## src/rtl/cache_types.sv

```systemverilog
// Shared types and constants for the L1 cache controller and its datapath.
package cache_types;

  // Controller sequencing states.
  typedef enum logic [1:0] {
    IDLE      = 2'b00,
    CHECK     = 2'b01,
    WRITEBACK = 2'b10,
    FILL      = 2'b11
  } cache_state_t;

  // Data-array write source select.
  localparam logic [1:0] WSEL_NONE = 2'b00;
  localparam logic [1:0] WSEL_PMEM = 2'b01;
  localparam logic [1:0] WSEL_CPU  = 2'b10;

  // Physical-memory address source select.
  localparam logic PADDR_VICTIM = 1'b0;
  localparam logic PADDR_CPU    = 1'b1;

  // One-hot per-way strobe for a 2-way cache.
  function automatic logic [1:0] way_onehot(input logic w);
    return w ? 2'b10 : 2'b01;
  endfunction

endpackage : cache_types

```

## src/rtl/cache_control.sv

```systemverilog
// Control FSM for the 2-way, 8-set, 32-byte-line L1 cache. Serves one CPU
// request at a time: hit check, optional dirty-victim write-back, line fill,
// then a re-check that completes the request.
module cache_control
  import cache_types::*;
(
  input  logic       clk,
  input  logic       rst,

  // CPU side
  input  logic       mem_read,
  input  logic       mem_write,
  output logic       mem_resp,

  // Datapath status
  input  logic [1:0] cache_hit,
  input  logic       write_back,
  input  logic       way,
  input  logic       way_reg,

  // Datapath control
  output logic       load_way_reg,
  output logic       way_sel,
  output logic [1:0] write_sel,
  output logic [1:0] load_tag,
  output logic [1:0] load_valid,
  output logic [1:0] load_dirty,
  output logic       set_valid,
  output logic       set_dirty,
  output logic       set_lru,
  output logic       load_lru,
  output logic       pmem_addr_sel,

  // Physical-memory side
  output logic       pmem_read,
  output logic       pmem_write,
  input  logic       pmem_resp
);

  cache_state_t state_q;
  cache_state_t state_d;

  logic request;
  logic hit;

  assign request = mem_read | mem_write;
  assign hit     = |cache_hit;

  // State register with synchronous reset to IDLE.
  always_ff @(posedge clk) begin
    // NOTE: sequential state uses non-blocking assignment so every register
    // samples pre-edge values regardless of block ordering.
    if (rst) begin
      state_q <= IDLE;
    end else begin
      state_q <= state_d;
    end
  end

  // Next-state logic.
  always_comb begin
    // NOTE: the default assignment first means every path assigns state_d,
    // so no latch is inferred.
    state_d = state_q;
    unique case (state_q)
      IDLE: begin
        if (request) state_d = CHECK;
      end
      CHECK: begin
        if (!request)       state_d = IDLE;
        else if (hit)       state_d = IDLE;
        else if (write_back) state_d = WRITEBACK;
        else                state_d = FILL;
      end
      WRITEBACK: begin
        if (pmem_resp) state_d = FILL;
      end
      FILL: begin
        if (pmem_resp) state_d = CHECK;
      end
      default: state_d = IDLE;
    endcase
  end

  // Output decode; everything is forced low while reset is held.
  always_comb begin
    mem_resp      = 1'b0;
    load_way_reg  = 1'b0;
    way_sel       = 1'b0;
    write_sel     = WSEL_NONE;
    load_tag      = 2'b00;
    load_valid    = 2'b00;
    load_dirty    = 2'b00;
    set_valid     = 1'b0;
    set_dirty     = 1'b0;
    set_lru       = 1'b0;
    load_lru      = 1'b0;
    pmem_addr_sel = PADDR_VICTIM;
    pmem_read     = 1'b0;
    pmem_write    = 1'b0;

    if (!rst) begin
      unique case (state_q)
        IDLE: begin
          // Waiting for a request; the data arrays read during this cycle.
        end
        CHECK: begin
          if (request && hit) begin
            mem_resp = 1'b1;
            load_lru = 1'b1;
            set_lru  = ~way;
            // A write wins when both request lines are high.
            if (mem_write) begin
              way_sel    = way;
              write_sel  = WSEL_CPU;
              load_dirty = way_onehot(way);
              set_dirty  = 1'b1;
            end
          end else if (request) begin
            load_way_reg = 1'b1;
          end
        end
        WRITEBACK: begin
          way_sel       = way_reg;
          pmem_addr_sel = PADDR_VICTIM;
          pmem_write    = 1'b1;
          if (pmem_resp) begin
            load_dirty = way_onehot(way_reg);
            set_dirty  = 1'b0;
          end
        end
        FILL: begin
          way_sel       = way_reg;
          pmem_addr_sel = PADDR_CPU;
          pmem_read     = 1'b1;
          if (pmem_resp) begin
            write_sel  = WSEL_PMEM;
            load_tag   = way_onehot(way_reg);
            load_valid = way_onehot(way_reg);
            set_valid  = 1'b1;
            load_dirty = way_onehot(way_reg);
            set_dirty  = 1'b0;
          end
        end
        default: begin
        end
      endcase
    end
  end

endmodule : cache_control
```

## config.mk

```make
export PLATFORM = sky130hd
export DESIGN_NAME = cache_control
export DESIGN_NICKNAME = d
export VERILOG_FILES = /design/src/rtl/cache_types.sv /design/src/rtl/cache_control.sv
export SDC_FILE = /design/constraint.sdc
export NUM_CORES = 1
export LEC_CHECK = 0
export ABC_AREA = 1
export CAP_MARGIN = 0
export CORE_AREA = 2 2 39 41
export DETAILED_ROUTE_END_ITERATION = 8
export DIE_AREA = 0 0 41 43
export GPL_ROUTABILITY_DRIVEN = 0
export PLACE_DENSITY_LB_ADDON = 0.08
export SYNTH_ARGS = -nofsm -noshare
export SYNTH_HDL_FRONTEND = slang
export SYNTH_SLANG_ARGS = --single-unit
```

## constraint.sdc

```tcl
create_clock -name clk -period 1.1 [get_ports clk]
set_input_delay 0.11 -clock clk [delete_from_list [all_inputs] [get_ports clk]]
set_output_delay 0.11 -clock clk [all_outputs]
set_load 0.02 [all_outputs]
```

Yosys cells after proc, flatten, opt, wreduce, memory -nomap -nowiden
Cells that the tools add are included.

storage, ports and cells
  register bits = 2
  input bits = 10
  output and inout port bits = 18

operators by class
  equal/unequal tests = 6
  muxes and demuxes = 46
  bitwise logic cells = 2
  reduce and logical (&&, ||, !) cells = 5

operator list
  operator                                              number
  two-way mux 2 bit                                     16
  two-way mux 1 bit                                     26
  case mux 2 bit (2 select lines)                       2
  case mux 2 bit (4 select lines)                       1
  inequality test 2 bit (second input constant)         3
  equality test 2 bit (second input constant)           2
  OR reduction 2 bit                                    2
  AND reduction 3 bit                                   1
  equality test 2 x 1 -> 1 bit (second input constant)  1
  zero test 2 bit                                       1
  case mux 1 bit (2 select lines)                       1
  logical AND 1 bit                                     1
  inverter 1 bit                                        1
  OR 1 bit                                              1

Logic depth before layout (Yosys ltp)
Gate-level depths: netlist of the first run.

  depth in word-level cells = 5
  mapped depth = 7

Worst setup path before layout of the first run
OpenSTA, ideal clock, no wires.

  path kind = reg2out
  start point = reg state_q[1]
  end point = out load_valid[0]
  data arrival time = 1.611 ns
  path slack = -0.621 ns
  stages on the path, launching flop included = 5
  path buffers = 1
  path through = dfxtp_1 ha_1 inv_1 nor4_1 buf_4

between the ends
  longest elaborated chain between the ends = 3

ends and longest elaborated chain
  what                             RTL line             RTL
  start: declaration               cache_control.sv:40  cache_state_t state_q;
  start signal: assignment         cache_control.sv:56  state_q <= state_d;
  equality test 2 bit              --
  two-way mux 2 bit (2 in series)  --
  end: declaration                 cache_control.sv:26  output logic [1:0] load_valid,

No other way between the ends.

Worst setup path after layout of the first run
  start point = reg state_q[1]
  end point = out load_dirty[1]

between the ends
  longest elaborated chain between the ends = 4
  elaborated cells between the ends (all ways) = 6

ends and longest elaborated chain
  what                                 RTL line              RTL
  equality test 2 bit                  cache_control.sv:103  unique case (state_q)
  OR reduction 2 bit (no source line)  --
  case mux 2 bit (2 select lines) *    cache_control.sv:103
  two-way mux 2 bit *                  cache_control.sv:102  if (!rst) begin
  end: declaration                     cache_control.sv:27   output logic [1:0] load_dirty,

Mark *: on every way between the ends. The rest lies on a longest branch, timed or not.

==> flow_metrics.env, run 1 <==
export IMPL_cts_tree="built"
export IMPL_cp_arrival_ns=1.34
export IMPL_synth_most_common_cell="nor2_1"
export IMPL_grt_start_max_net_pins=5
export IMPL_regMostFlops="state_q"
export IMPL_wl_um=1325
export IMPL_critPathSlowestCell="dfxtp_4"
export IMPL_switching_share_pct=35.61
export IMPL_htreeDepth=1
export IMPL_yosysWarnings=0
export IMPL_wl_per_cell_um=10.35
export IMPL_p_int_mw=0.3593
export IMPL_drive_gt1_share_pct=70.54
export IMPL_ant_nets=0
export IMPL_combPwrFrac_pct=51.9
export IMPL_tightest_slew_ns=0.2423
export IMPL_timing_fmax_ghz=0.6874
export IMPL_firstDrtPassIters=3
export IMPL_boundaryPins=28
export IMPL_rows=14
export IMPL_status="complete, but fails checks"
export IMPL_clk_pin_slew_ns=0.03
export IMPL_cp_end_kind="primary output"
export IMPL_timing_final_ws_setup_ns=-0.3547
export IMPL_cp_top_family="flip-flops"
export IMPL_power_mw=0.5579
export IMPL_slew_limit_headroom_pct=83.80
export IMPL_path_buf_inv=2
export IMPL_cts_root_buf="clkbuf_4"
export IMPL_crit_required_ns=0.99
export IMPL_insertedDiodeCount=0
export IMPL_synth_top_area_cell="ha_1"
export IMPL_largest_reg_flops=2
export IMPL_tns_ns=-5.550
export IMPL_placed_cell_area_um2=892.1
export IMPL_clk_latency_ns=0.23
export IMPL_synthFlopType="dfxtp_1"
export IMPL_cts_buffer_depth=2
export IMPL_fin_nets=128
export IMPL_finish_utilization_pct=75.77
export IMPL_drt_iter0_markers=6
export IMPL_power_leakage_nw=0.4608
export IMPL_hold_worst_slack_ns=0.3730
export IMPL_synth_common_cells="13 x nor2_1, 10 x inv_1, 10 x nand2_1"
export IMPL_pwr_share_clk_pct=32.5
export IMPL_vias_per_cell=4.352
export IMPL_die_area_mm2=0.001763
export IMPL_finalSetupViolCount=20
export IMPL_grt_use_total_pct=17.45
export IMPL_switching_power_mw=0.1987
export IMPL_rsz0062_at_grt="yes"
export IMPL_core_area_mm2=0.001384
export IMPL_synth_cells=64
export IMPL_post_route_min_period_ns=1.455
export IMPL_ys_ff_latch=2
export IMPL_cp_max_fo=4
export IMPL_io_buffers=27
export IMPL_cts_sinks=2
export IMPL_reg_top3="state_q (2)"
export IMPL_yosysSeqAreaShare_pct=10.77
export IMPL_synth_edf_count=0
export IMPL_cts_buffers=3
export IMPL_p_seq_share_pct=15.6
export IMPL_grt_pass1_vias=549
export IMPL_violations="setup timing"
export IMPL_hold_violations=0
export IMPL_finalMaxSlewViolations=0
export IMPL_avgSynthCellArea_um2=5.806
export IMPL_yosys_top_cells_area="ha_1 17%, nor2_1 13%, dfxtp_1 11%"
export IMPL_async_reset_ff_share_pct=0
export IMPL_skew_ns=0.003697
export IMPL_crit_type="reg -> out"
export IMPL_grt_pass1_wl_um=2132
export IMPL_die_h_um=43
export IMPL_powerDensity_mw_per_mm2=532.1
export IMPL_ir_drop_v=0.0006331
export IMPL_fin_crit_sh_pct=132.2
export IMPL_hp_class="in -> reg"
export IMPL_route_detailed_drc=0
export IMPL_path_cells="inv_4, ha_4, nand4_1, a21oi_4, buf_6"
export IMPL_syn_to_final_growth_pct=182.2
export IMPL_antenna_found_initial=0
export IMPL_grt_overflow=0
export IMPL_start_util_pct=26.85
export IMPL_synth_top_cell_area_share_pct=16.84
export IMPL_die_w_um=41
export IMPL_vias=557
export IMPL_syn_nets=79
export IMPL_design_area_mm2=0.001049
export IMPL_maxCapViolCount=0
export IMPL_crit_path_start_kind="flip-flop"
export IMPL_hpwl_um=976
export IMPL_max_stage_delay_ns=0.35
export IMPL_syn_area_um2=371.6
export IMPL_synth_cell_type_count=17
[worst paths after layout]
check | start | slack [ns] | to | cells after the start
max | state_q[1] | -0.35 | load_dirty[1] | 5
min | rst | 0.37 | state_q[1] | 3
max reg2reg | state_q[0] | -0.24 | state_q[1] | 8
min reg2reg | state_q[1] | 0.55 | state_q[1] | 2
[cell families (layout without fill, tap and decap cells)]
group | after synthesis | after routing | synth area share, %
AOI/OAI and AO/OA | 5 | 5 | 8.754
adders and majority gates | 5 | 5 | 16.84
buffers and inverters | 17 | 65 | 22.56
DFF | 2 | 2 | 10.77
and+or+nand+nor | 35 | 35 | 41.08
[power by group through the flow]
stage / logic, mW / clock network (mW) / registers (mW)
after floorplan: 0.113 / 0 / 0.0843
after global placement: 0.235 / 0 / 0.0826
after detailed placement: 0.240 / 0 / 0.0827
after CTS: 0.279 / 0.194 / 0.0847
after global routing: 0.319 / 0.192 / 0.0880
final: 0.290 / 0.181 / 0.0870
[through the flow]
step	worst slack, ns	std cells
6_report	-0.3547	128
3_3_place_gp	-0.8157	122
3_5_place_dp	-0.8530	122
5_1_grt	-0.4218	128
2_1_floorplan	-0.1919	64
4_1_cts	-0.3902	128
[per-layer routing]
| layer | GRT usage (%) | share of wire [%] | wire length [µm] |
|---|---|---|---|
| met4 | 8.000 | 0 | 0 |
| met2 | 29.38 | 58 | 772 |
| met5 | 0 | 0 | 0 |
| met3 | 3.141 | 2.8 | 37 |
| met1 | 19.87 | 39 | 515 |
[final cells by class]
class / instances / area, µm²
tap: 16 / 20.02
sequential: 2 / 47.55
clock buffer: 4 / 26.28
fill: 100 / 335.3
timing repair buffer: 50 / 452.9
multi-input combinational: 45 / 450.4
inverter: 11 / 51.30
[timing repair]
item / CTS / global route
resized for setup: 123 / 12
pin swaps: 10 / 4
setup endpoints to repair: 20 / 20
cloned: 0 / 0
buffers inserted: 2 / 0
hold buffers: 0 / 0
[tightest hold or removal path, stage by stage]
cell           delay [ns]
dlygate4sd2_1        0.27
buf_4                0.15
a21oi_2              0.03
[placed cells by master, fill, tap and decap left out, drive strengths merged]
cell type,n
buf,41
nor2,13
nand2,11
inv,11
clkdlybuf4s50,5
ha,5
nand3,5
dlygate4sd2,4
a21oi,4
clkbuf,4
nor4,2
dfxtp,2
nor3,2
or2,1
nand4,1
o21ai,1
Note: power is estimated with default switching activity, not from simulation.
==> run 2: changes to the inputs <==
--- a/config.mk
+++ b/config.mk
@@ -11,7 +11,9 @@
 export DETAILED_ROUTE_END_ITERATION = 8
 export DIE_AREA = 0 0 41 43
 export GPL_ROUTABILITY_DRIVEN = 0
+export GPL_TIMING_DRIVEN = 0
 export PLACE_DENSITY_LB_ADDON = 0.08
+export SLEW_MARGIN = 20
 export SYNTH_ARGS = -nofsm -noshare
 export SYNTH_HDL_FRONTEND = slang
 export SYNTH_SLANG_ARGS = --single-unit
==> run 2 against run 1 <==
The flow still finishes with violations (setup timing). Register-to-register slack about the same. Clock skew increased by 0.0041 ns. Non-clock buffer count decreased by 12. Critical path depth unchanged. Sequential cell count unchanged. Sequential share of layout area increased by 0.33 points. Cell count decreased by 9.4%. Clock power about the same. Highest routed layer unchanged.
==> flow_metrics.env, run 2 (synthesized netlist as in run 1, its figures left out) <==
export IMPL_switching_power_mw=0.1992
export IMPL_crit_required_ns=0.99
export IMPL_cts_sinks=2
export IMPL_cp_max_fo=4
export IMPL_combPwrFrac_pct=49.8
export IMPL_wl_um=1308
export IMPL_start_util_pct=26.85
export IMPL_switching_share_pct=37.11
export IMPL_tns_ns=-5.316
export IMPL_wl_per_cell_um=11.28
export IMPL_timing_fmax_ghz=0.6748
export IMPL_grt_use_total_pct=15.15
export IMPL_status="complete, but fails checks"
export IMPL_htreeDepth=1
export IMPL_slew_limit_headroom_pct=80.22
export IMPL_grt_pass1_vias=465
export IMPL_placed_cell_area_um2=767.0
export IMPL_cp_arrival_ns=1.37
export IMPL_violations="setup timing"
export IMPL_finalMaxSlewViolations=0
export IMPL_boundaryPins=28
export IMPL_cts_root_buf="clkbuf_4"
export IMPL_pwr_share_clk_pct=33.9
export IMPL_hold_violations=0
export IMPL_cts_buffers=3
export IMPL_ir_drop_v=0.0006283
export IMPL_fin_nets=116
export IMPL_layout_common_cells="17 x buf_6, 11 x buf_4, 9 x nand2_1"
export IMPL_p_seq_share_pct=16.3
export IMPL_route_detailed_drc=0
export IMPL_hold_worst_slack_ns=0.2368
export IMPL_power_leakage_nw=0.4308
export IMPL_grt_pass1_wl_um=1842
export IMPL_timing_final_ws_setup_ns=-0.3820
export IMPL_vias=528
export IMPL_crit_type="reg -> out"
export IMPL_antenna_found_initial=0
export IMPL_die_h_um=43
export IMPL_fin_crit_sh_pct=134.7
export IMPL_firstDrtPassIters=3
export IMPL_grt_start_max_net_pins=10
export IMPL_vias_per_cell=4.552
export IMPL_grt_overflow=0
export IMPL_hp_class="in -> reg"
export IMPL_powerDensity_mw_per_mm2=549.2
export IMPL_largest_reg_flops=2
export IMPL_post_route_min_period_ns=1.482
export IMPL_maxCapViolCount=0
export IMPL_cts_hold_buf=0
export IMPL_design_area_um2=977.2
export IMPL_syn_to_final_growth_pct=163.0
export IMPL_p_int_mw=0.3375
export IMPL_io_buffers=26
export IMPL_skew_ns=0.007752
export IMPL_rsz0062_at_grt="yes"
export IMPL_hpwl_um=824.7
export IMPL_die_w_um=41
export IMPL_clk_latency_ns=0.23
export IMPL_clk_pin_slew_ns=0.04
export IMPL_reg_top3="state_q (2)"
export IMPL_finalSetupViolCount=20
export IMPL_final_common_cell="buf_6"
export IMPL_cts_tree="built"
export IMPL_tightest_slew_ns=0.2966
export IMPL_power_mw=0.5367
export IMPL_cp_end_kind="primary output"
export IMPL_insertedDiodeCount=0
export IMPL_drt_iter0_markers=3
export IMPL_regMostFlops="state_q"
export IMPL_crit_path_start_kind="flip-flop"
export IMPL_rows=14
export IMPL_cts_buffer_depth=2
export IMPL_drive_gt1_share_pct=67.00
export IMPL_ant_nets=0
export IMPL_core_area_mm2=0.001384
export IMPL_die_area_mm2=0.001763
## run 2: changes by cell type in the layout (fill, tap and decap cells not counted), moves of 2 or more
cell             delta
buf_4              -14
clkdlybuf4s50_1     -3
dlymetal6s2s_1      +2
inv_2               +3
inv_4               -3
nor2_2              -3
nor2_4              +2
## run 2: routing by layer
metal / wire length [µm] / vias up / part of all wire (%) / track usage, %
li1: - / 272 / - / -
met1: 499 / 245 / 38 / 19.55
met2: 762 / 11 / 58 / 22.50
met3: 46 / 0 / 3.5 / 3.141
met4: 0 / 0 / 0 / 8.000
met5: 0 / - / 0 / 0
## run 2: area by class of cell
type / count / area (µm²)
sequential: 2 / 47.55
inverter: 11 / 51.30
tap: 16 / 20.02
buffer: 6 / 50.05
clock buffer: 4 / 26.28
timing repair buffer: 32 / 329.1
multi-input combinational: 45 / 452.9
fill: 115 / 406.6
## run 2: worst paths after layout
kind | startpoint | end | slack, ns | depth (start not counted)
min | rst | state_q[1] | 0.24 | 2
min reg2reg | state_q[1] | state_q[1] | 0.54 | 2
max | state_q[0] | load_dirty[0] | -0.38 | 5
max reg2reg | state_q[0] | state_q[0] | -0.25 | 7
## run 2: what timing repair did
item | 4_1_cts | 5_1_grt
resized for setup | 115 | 26
endpoints found under the setup margin | 20 | 20
setup buffers | 3 | 3
pin swaps | 10 | 5
## run 2: metrics by stage
stage               utilization [%]  cells  worst slack, ns
detailed placement            55.43    106          -0.9134
global route                  70.61    116          -0.4343
CTS                           64.56    113          -0.4072
floorplan                         -     64          -0.1919
global placement              55.43    106          -0.9072
finish                        70.61    116          -0.3820
## run 2: power groups by stage
stage / registers, mW / clock network [mW] / logic [mW]
final: 0.0873 / 0.182 / 0.267
after detailed placement: 0.0858 / 0 / 0.183
after global placement: 0.0859 / 0 / 0.180
after CTS: 0.0891 / 0.194 / 0.207
after global routing: 0.0877 / 0.195 / 0.290
after floorplan: 0.0843 / 0 / 0.113
## run 2: worst max-delay path: stages (launching register included)
cell     delay, ns
dfxtp_4       0.36
inv_2         0.07
ha_2          0.18
or2_4         0.28
a21oi_4       0.13
buf_6         0.13
